--- src/rtl/position_ctrl_if.sv ---
// Bundle of button inputs and cursor/selection outputs for position_ctrl.
// Pure wiring, no latency of its own.
// No backpressure: every signal is a level or a single-cycle strobe.
interface position_ctrl_if;
  logic       btn_left;
  logic       btn_right;
  logic       btn_hold;
  logic [3:0] pos;
  logic [3:0] sel_pos;
  logic       sel_valid;
  logic       sel_pulse;
  logic       clr_pulse;
  logic       internal_reset;

  // Button/debouncer side: drives the buttons, observes the controller.
  modport master (
    output btn_left, btn_right, btn_hold,
    input  pos, sel_pos, sel_valid, sel_pulse, clr_pulse, internal_reset
  );

  // Controller side.
  modport slave (
    input  btn_left, btn_right, btn_hold,
    output pos, sel_pos, sel_valid, sel_pulse, clr_pulse, internal_reset
  );
endinterface

--- src/rtl/position_ctrl.sv ---
// Cursor over N_POS positions; short press of hold confirms, long press clears.
// Latency: every output is registered, one cycle after the sampled input.
// No backpressure: inputs are single-cycle pulses/levels and are never stalled.
module position_ctrl #(
  parameter int          N_POS      = 8,
  parameter logic [31:0] LONG_PRESS = 32'd50_000_000
) (
  input  logic            clk,
  input  logic            rst_n,
  position_ctrl_if.slave  bus
);

  localparam logic [1:0] IDLE  = 2'd0;
  localparam logic [1:0] PRESS = 2'd1;
  localparam logic [1:0] LONG  = 2'd2;

  localparam logic [3:0] POS_MAX = 4'(N_POS - 1);

  logic [1:0]  state;
  logic [31:0] press_cnt;
  logic [3:0]  pos_q;
  logic [3:0]  sel_pos_q;
  logic        sel_valid_q;
  logic        sel_pulse_q;
  logic        clr_pulse_q;
  logic        internal_reset_q;
  logic [3:0]  pos_step;

  // Candidate cursor value from left/right pulses, with wrap; both together cancel.
  always_comb begin
    pos_step = pos_q;
    if (bus.btn_left && !bus.btn_right) begin
      pos_step = (pos_q == 4'd0) ? POS_MAX : pos_q - 4'd1;
    end else if (bus.btn_right && !bus.btn_left) begin
      pos_step = (pos_q == POS_MAX) ? 4'd0 : pos_q + 4'd1;
    end
  end

  // Press FSM, press-length counter and all registered outputs.
  always_ff @(posedge clk or negedge rst_n) begin
    if (!rst_n) begin
      state            <= IDLE;
      press_cnt        <= 32'd0;
      pos_q            <= 4'd0;
      sel_pos_q        <= 4'd0;
      sel_valid_q      <= 1'b0;
      sel_pulse_q      <= 1'b0;
      clr_pulse_q      <= 1'b0;
      internal_reset_q <= 1'b0;
    end else begin
      sel_pulse_q      <= 1'b0;
      clr_pulse_q      <= 1'b0;
      internal_reset_q <= 1'b0;
      case (state)
        IDLE: begin
          if (bus.btn_hold) begin
            // Cursor buttons are frozen while confirm is held.
            state     <= PRESS;
            press_cnt <= 32'd1;
          end else begin
            pos_q <= pos_step;
          end
        end
        PRESS: begin
          if (!bus.btn_hold) begin
            state <= IDLE;
            if (press_cnt < LONG_PRESS) begin
              sel_pos_q   <= pos_q;
              sel_valid_q <= 1'b1;
              sel_pulse_q <= 1'b1;
            end
          end else if (press_cnt == LONG_PRESS - 32'd1) begin
            // This edge samples the LONG_PRESS-th consecutive high cycle.
            state            <= LONG;
            press_cnt        <= LONG_PRESS;
            pos_q            <= 4'd0;
            sel_pos_q        <= 4'd0;
            sel_valid_q      <= 1'b0;
            clr_pulse_q      <= 1'b1;
            internal_reset_q <= 1'b1;
          end else if (press_cnt < LONG_PRESS) begin
            press_cnt <= press_cnt + 32'd1;
          end
        end
        LONG: begin
          // Release after a clear produces no confirm.
          if (!bus.btn_hold) begin
            state <= IDLE;
          end
        end
        default: begin
          state <= IDLE;
        end
      endcase
    end
  end

  assign bus.pos            = pos_q;
  assign bus.sel_pos        = sel_pos_q;
  assign bus.sel_valid      = sel_valid_q;
  assign bus.sel_pulse      = sel_pulse_q;
  assign bus.clr_pulse      = clr_pulse_q;
  assign bus.internal_reset = internal_reset_q;

endmodule

--- src/flat_wrapper.sv ---
// flat-port wrapper written by rule: the top's interface ports become plain ports
module position_ctrl_flat 
#(
  parameter int          N_POS      = 8,
  parameter logic [31:0] LONG_PRESS = 32'd50_000_000
)
  (clk, rst_n, bus_btn_left, bus_btn_right, bus_btn_hold, bus_pos, bus_sel_pos, bus_sel_valid, bus_sel_pulse, bus_clr_pulse, bus_internal_reset);
  position_ctrl_if bus_i ();
  input  logic clk;
  input  logic rst_n;
  input wire logic [$bits(bus_i.btn_left)-1:0] bus_btn_left;
  input wire logic [$bits(bus_i.btn_right)-1:0] bus_btn_right;
  input wire logic [$bits(bus_i.btn_hold)-1:0] bus_btn_hold;
  output wire logic [$bits(bus_i.pos)-1:0] bus_pos;
  output wire logic [$bits(bus_i.sel_pos)-1:0] bus_sel_pos;
  output wire logic [$bits(bus_i.sel_valid)-1:0] bus_sel_valid;
  output wire logic [$bits(bus_i.sel_pulse)-1:0] bus_sel_pulse;
  output wire logic [$bits(bus_i.clr_pulse)-1:0] bus_clr_pulse;
  output wire logic [$bits(bus_i.internal_reset)-1:0] bus_internal_reset;
  assign bus_i.btn_left = bus_btn_left;
  assign bus_i.btn_right = bus_btn_right;
  assign bus_i.btn_hold = bus_btn_hold;
  assign bus_pos = bus_i.pos;
  assign bus_sel_pos = bus_i.sel_pos;
  assign bus_sel_valid = bus_i.sel_valid;
  assign bus_sel_pulse = bus_i.sel_pulse;
  assign bus_clr_pulse = bus_i.clr_pulse;
  assign bus_internal_reset = bus_i.internal_reset;
  position_ctrl #(.N_POS(N_POS), .LONG_PRESS(LONG_PRESS)) u_core (.clk(clk), .rst_n(rst_n), .bus(bus_i));
endmodule
--- config.mk ---
export PLATFORM = sky130hd
export DESIGN_NAME = position_ctrl_flat
export DESIGN_NICKNAME = d
export VERILOG_FILES = /design/src/rtl/position_ctrl_if.sv /design/src/rtl/position_ctrl.sv /design/src/flat_wrapper.sv
export SDC_FILE = /design/constraint.sdc
export NUM_CORES = 1
export LEC_CHECK = 0
export CAP_MARGIN = 20
export CORE_ASPECT_RATIO = 1.2
export CORE_UTILIZATION = 60
export CTS_CLUSTER_DIAMETER = 40
export DETAILED_ROUTE_END_ITERATION = 12
export PLACE_DENSITY = 0.82
export SKIP_CTS_REPAIR_TIMING = 1
export SLEW_MARGIN = 20
export SYNTH_ARGS = -nofsm -noshare
export SYNTH_HDL_FRONTEND = slang
export SYNTH_SLANG_ARGS = --single-unit
--- constraint.sdc ---
create_clock -name clk -period 2.6 [get_ports clk]
set_input_delay 0.52 -clock clk [delete_from_list [all_inputs] [get_ports clk]]
set_output_delay 0.52 -clock clk [all_outputs]
set_load 0.01 [all_outputs]
==> key figures, run 1 <==
Outcome
  – Run status: complete, no violations

Clocking
  – Total clock sinks: 45
  – TritonCTS Buffers: 5
  – CTS tree: done
  – Clock transition at path regs: 0.08 ns
  – Clk_lat worst skew: 0.30 ns
  – Root Driver: clkbuf_8
  – Longest Clk Path Bufs: 2
  – H-tree levels: 2

STA
  – Unrepaired setup endpoints after global routing: false
  – Max Fclk: 408.8 MHz
  – Endpoints failing hold: 0
  – Clock skew: 0.006071 ns
  – Tcrit/Tclk final: 94.07%
  – Final setup TNS: 0 ns
  – Worst Max-Slew Pin Slew: 0.5403 ns
  – Slew HR: 63.68%
  – Final Slew Violations: 0
  – Min Tclk post-route: 2.446 ns
  – Final setup vio count: 0

Setup path
  – Startpoint types: flip-flop
  – Crit path kind: flip-flop to flip-flop
  – Reg2Reg Launch Point: u_core.press_cnt[9]$_DFFE_PN0P_
  – Crit path DAT: 2.63 ns
  – Worst Path Required: 2.78 ns
  – Worst setup startpoint: u_core.press_cnt[9]$_DFFE_PN0P_
  – Worst-path maximum fanout: 22
  – Crit. End Element: flip-flop

Power
  – Leak Pwr: 0.001430 uW
  – Switching power total: 567.7 uW
  – P per Cell Area: 582.3 nW/um^2
  – Comb pwr share: 24.2%
  – Int Power: 1337 uW
  – Clock power frac: 28.9%
  – Flop pwr share: 46.8%
  – Switching Fraction: 29.81%
  – Maximum VDD drop: 0.3790 mV

Drt
  – Detailed Route Iter0 Violations: 255
  – Post-Route WL: 7.185 mm
  – Vias post-DR: 2752
  – DRC errors left: 0
  – Via density: 6.897
  – WL/cell: 18.01 um
  – DRT Pass-1 Iters: 7
  – Post-DRT Antenna Nets: 0

Layout
  – Fillers: 378
  – Area of the multi-input gates: 1594 um^2
  – Synthesis-to-finish area growth: 14.60%
  – Layout Nets: 348
  – Reg area: 1126 um^2
  – Ant. Diodes: 0
  – Commonest non-fill, non-tap cell in the layout: dfrtp_1
  – Layout cells sized above 1: 12.61%
  – Fin util: 71.19%
  – Most frequent cells in the layout: 45 x dfrtp_1, 24 x nor2_1, 22 x nand2_1, 22 x buf_4, 18 x and3_1

Synthesis
  – Asr flop ratio synth: 100.0%
  – Yosys reg bits: 45
  – Syn Area/Cell: 9.032 um^2
  – Yosys warns: 0
  – Syn_nets: 324
  – Main synth FF type: dfrtp_1
  – Post-synth EDFFs: 0
  – Yosys cell types: 60
  – Mapped Cells: 316
  – Part of the Yosys area used for sequential elements: 39.46%
  – Post-Syn Area: 2854 um^2

Global route
  – Global-route wire length before repair: 11.57 mm
  – GRT Util Overall: 30.11%
  – Aggregate global routing overflow: 0
  – Vias in the first global route: 2431
  – Initial antenna violation count: 0
  – Largest net degree at the start of global routing: 26

Placement
  – Routability congestion estimate: 0.9597
  – Port Buffers: 16
  – Detailed Place HPWL: 5.163 mm

Floorplanning
  – Full die area: 5038 um^2
  – Die Span X: 64.96 um
  – # IOs: 17
  – Vert. Die Dim: 77.55 um
  – Core Footprint: 4594 um^2
  – Core Rows: 27
  – Initial cell density of the core: 62.12%

Hold path
  – Worst Hold Class: input pin to asynchronous set/reset pin

Job
  – Max Cap Viol: 0
-- layout make-up --
type,count,share of cell area (%)
tap,58,2.219
sequential,45,34.43
timing repair buffer,38,9.793
clock inverter,1,0.9181
clock buffer,7,2.640
multi-input combinational,239,48.74
inverter,11,1.262
-- logic make-up (layout without fill, tap and decap cells) --
| kind of cell | after synthesis | after routing | share of synthesized area [%] |
|---|---|---|---|
| buffers and inverters | 32 | 57 | 4.734 |
| AO/OA/AOI/OAI | 87 | 87 | 23.54 |
| multiplexers | 11 | 11 | 4.033 |
| flip-flops | 45 | 45 | 39.46 |
| AND/OR/NAND/NOR | 137 | 137 | 26.61 |
| adder cells (fa/ha/maj) | 3 | 3 | 1.315 |
| XOR/XNOR | 1 | 1 | 0.3069 |
-- Yosys cell counts, types with 2 or more instances --
master / n / area share (%)
buf_2: 3 / 0.53
nor4_2: 2 / 0.88
nor2b_1: 4 / 0.88
nand3_1: 13 / 2.3
nor3_1: 9 / 1.6
and2_1: 7 / 1.5
a21boi_0: 2 / 0.53
inv_1: 11 / 1.4
o2bb2ai_1: 3 / 0.92
a41o_1: 2 / 0.70
a211oi_1: 3 / 0.79
and4_1: 2 / 0.61
nand2_1: 22 / 2.9
nor2_1: 24 / 3.2
a31oi_1: 10 / 2.2
a21oi_1: 10 / 1.8
nand2b_1: 3 / 0.66
clkbuf_1: 15 / 2.0
mux2_2: 4 / 1.6
mux2i_1: 7 / 2.5
or4_1: 5 / 1.3
and3_1: 18 / 3.9
a211o_1: 3 / 0.92
a221o_1: 13 / 4.6
ha_1: 3 / 1.3
a41oi_1: 3 / 0.92
or2_2: 2 / 0.44
a2bb2oi_1: 4 / 1.2
nor4_1: 5 / 1.1
dfrtp_1: 45 / 39
or3_1: 3 / 0.66
o211ai_1: 2 / 0.53
o221ai_1: 3 / 0.92
o21ai_0: 12 / 2.1
nand4_1: 12 / 2.6
a22oi_1: 3 / 0.79
-- sequential cells by signal (all words and copies together) (netlist names) --
| name | cells |
|---|---|
| u_core.bus.sel_valid | 1 |
| u_core.bus.clr_pulse | 1 |
| u_core.state | 2 |
| u_core.bus.sel_pos | 4 |
| u_core.bus.pos | 4 |
| u_core.bus.sel_pulse | 1 |
| u_core.press_cnt | 32 |
-- final timing paths --
| path | end | slack [ns] | cells past startpoint |
|---|---|---|---|
| worst max-delay path | u_core.press_cnt[2]$_DFFE_PN0P_ | 0.15 | 5 |
| worst min-delay path | u_core.press_cnt[23]$_DFFE_PN0P_ | 0.18 | 1 |
| worst max register to register | u_core.press_cnt[2]$_DFFE_PN0P_ | 0.15 | 5 |
| worst min register to register | u_core.bus.sel_valid$_DFFE_PN0P_ | 0.52 | 2 |
| max in group asynchronous | u_core.press_cnt[12]$_DFFE_PN0P_ | 1.71 | 2 |
| min in group clk | u_core.bus.sel_valid$_DFFE_PN0P_ | 0.52 | 2 |
-- through the flow --
stage | power (uW) | hold WS, ns | cells | setup WS (ns) | instance area (um^2)
floorplan | 1148 | 0.2244 | 316 | 0.3004 | 2854
CTS | 1907 | 0.1924 | 398 | 0.1373 | 3262
finish | 1905 | 0.1752 | 399 | 0.1541 | 3271
global route | 1995 | 0.2089 | 399 | 0.001594 | 3271
global placement | 1344 | 0.4971 | 390 | 0.2356 | 3146
detailed placement | 1363 | 0.4966 | 390 | 0.1722 | 3146
-- layer usage --
metal,track usage [%],routed length [um],up-vias
met3,4.706,468,27
met4,13.56,289,0
met5,0,0,-
met2,49.06,3443,133
met1,38.80,2983,1319
li1,-,-,1273
-- power by group through the flow --
stage	combinational (uW)	sequential, uW	clock [uW]
detailed placement	460	903	0
finish	461	892	551
floorplan	247	901	0
global route	500	908	587
global placement	443	901	0
CTS	461	892	553
-- worst max-delay path: stages, from the launching register on --
cell and delay [ns]:
dfrtp_1 0.45, or4_1 0.59, nor2_1 0.30, o221a_4 0.42, o21ai_2 0.19, a221o_1 0.39
Power figures use the tool's default switching activity.
==> inputs of run 2 (changes only) <==
--- a/config.mk
+++ b/config.mk
@@ -12,7 +12,7 @@
 export DETAILED_ROUTE_END_ITERATION = 12
 export PLACE_DENSITY = 0.82
 export SKIP_CTS_REPAIR_TIMING = 1
-export SLEW_MARGIN = 20
+export SLEW_MARGIN = 30
 export SYNTH_ARGS = -nofsm -noshare
 export SYNTH_HDL_FRONTEND = slang
 export SYNTH_SLANG_ARGS = --single-unit
==> results of run 2 <==
The final DEF is identical to that of run 1; final timing and power are the same.
==> inputs of run 3 (changes only) <==
--- a/config.mk
+++ b/config.mk
@@ -16,3 +16,4 @@
 export SYNTH_ARGS = -nofsm -noshare
 export SYNTH_HDL_FRONTEND = slang
 export SYNTH_SLANG_ARGS = --single-unit
+export TNS_END_PERCENT = 20
==> results of run 3 <==
The final DEF is identical to that of run 1; final timing and power are the same.
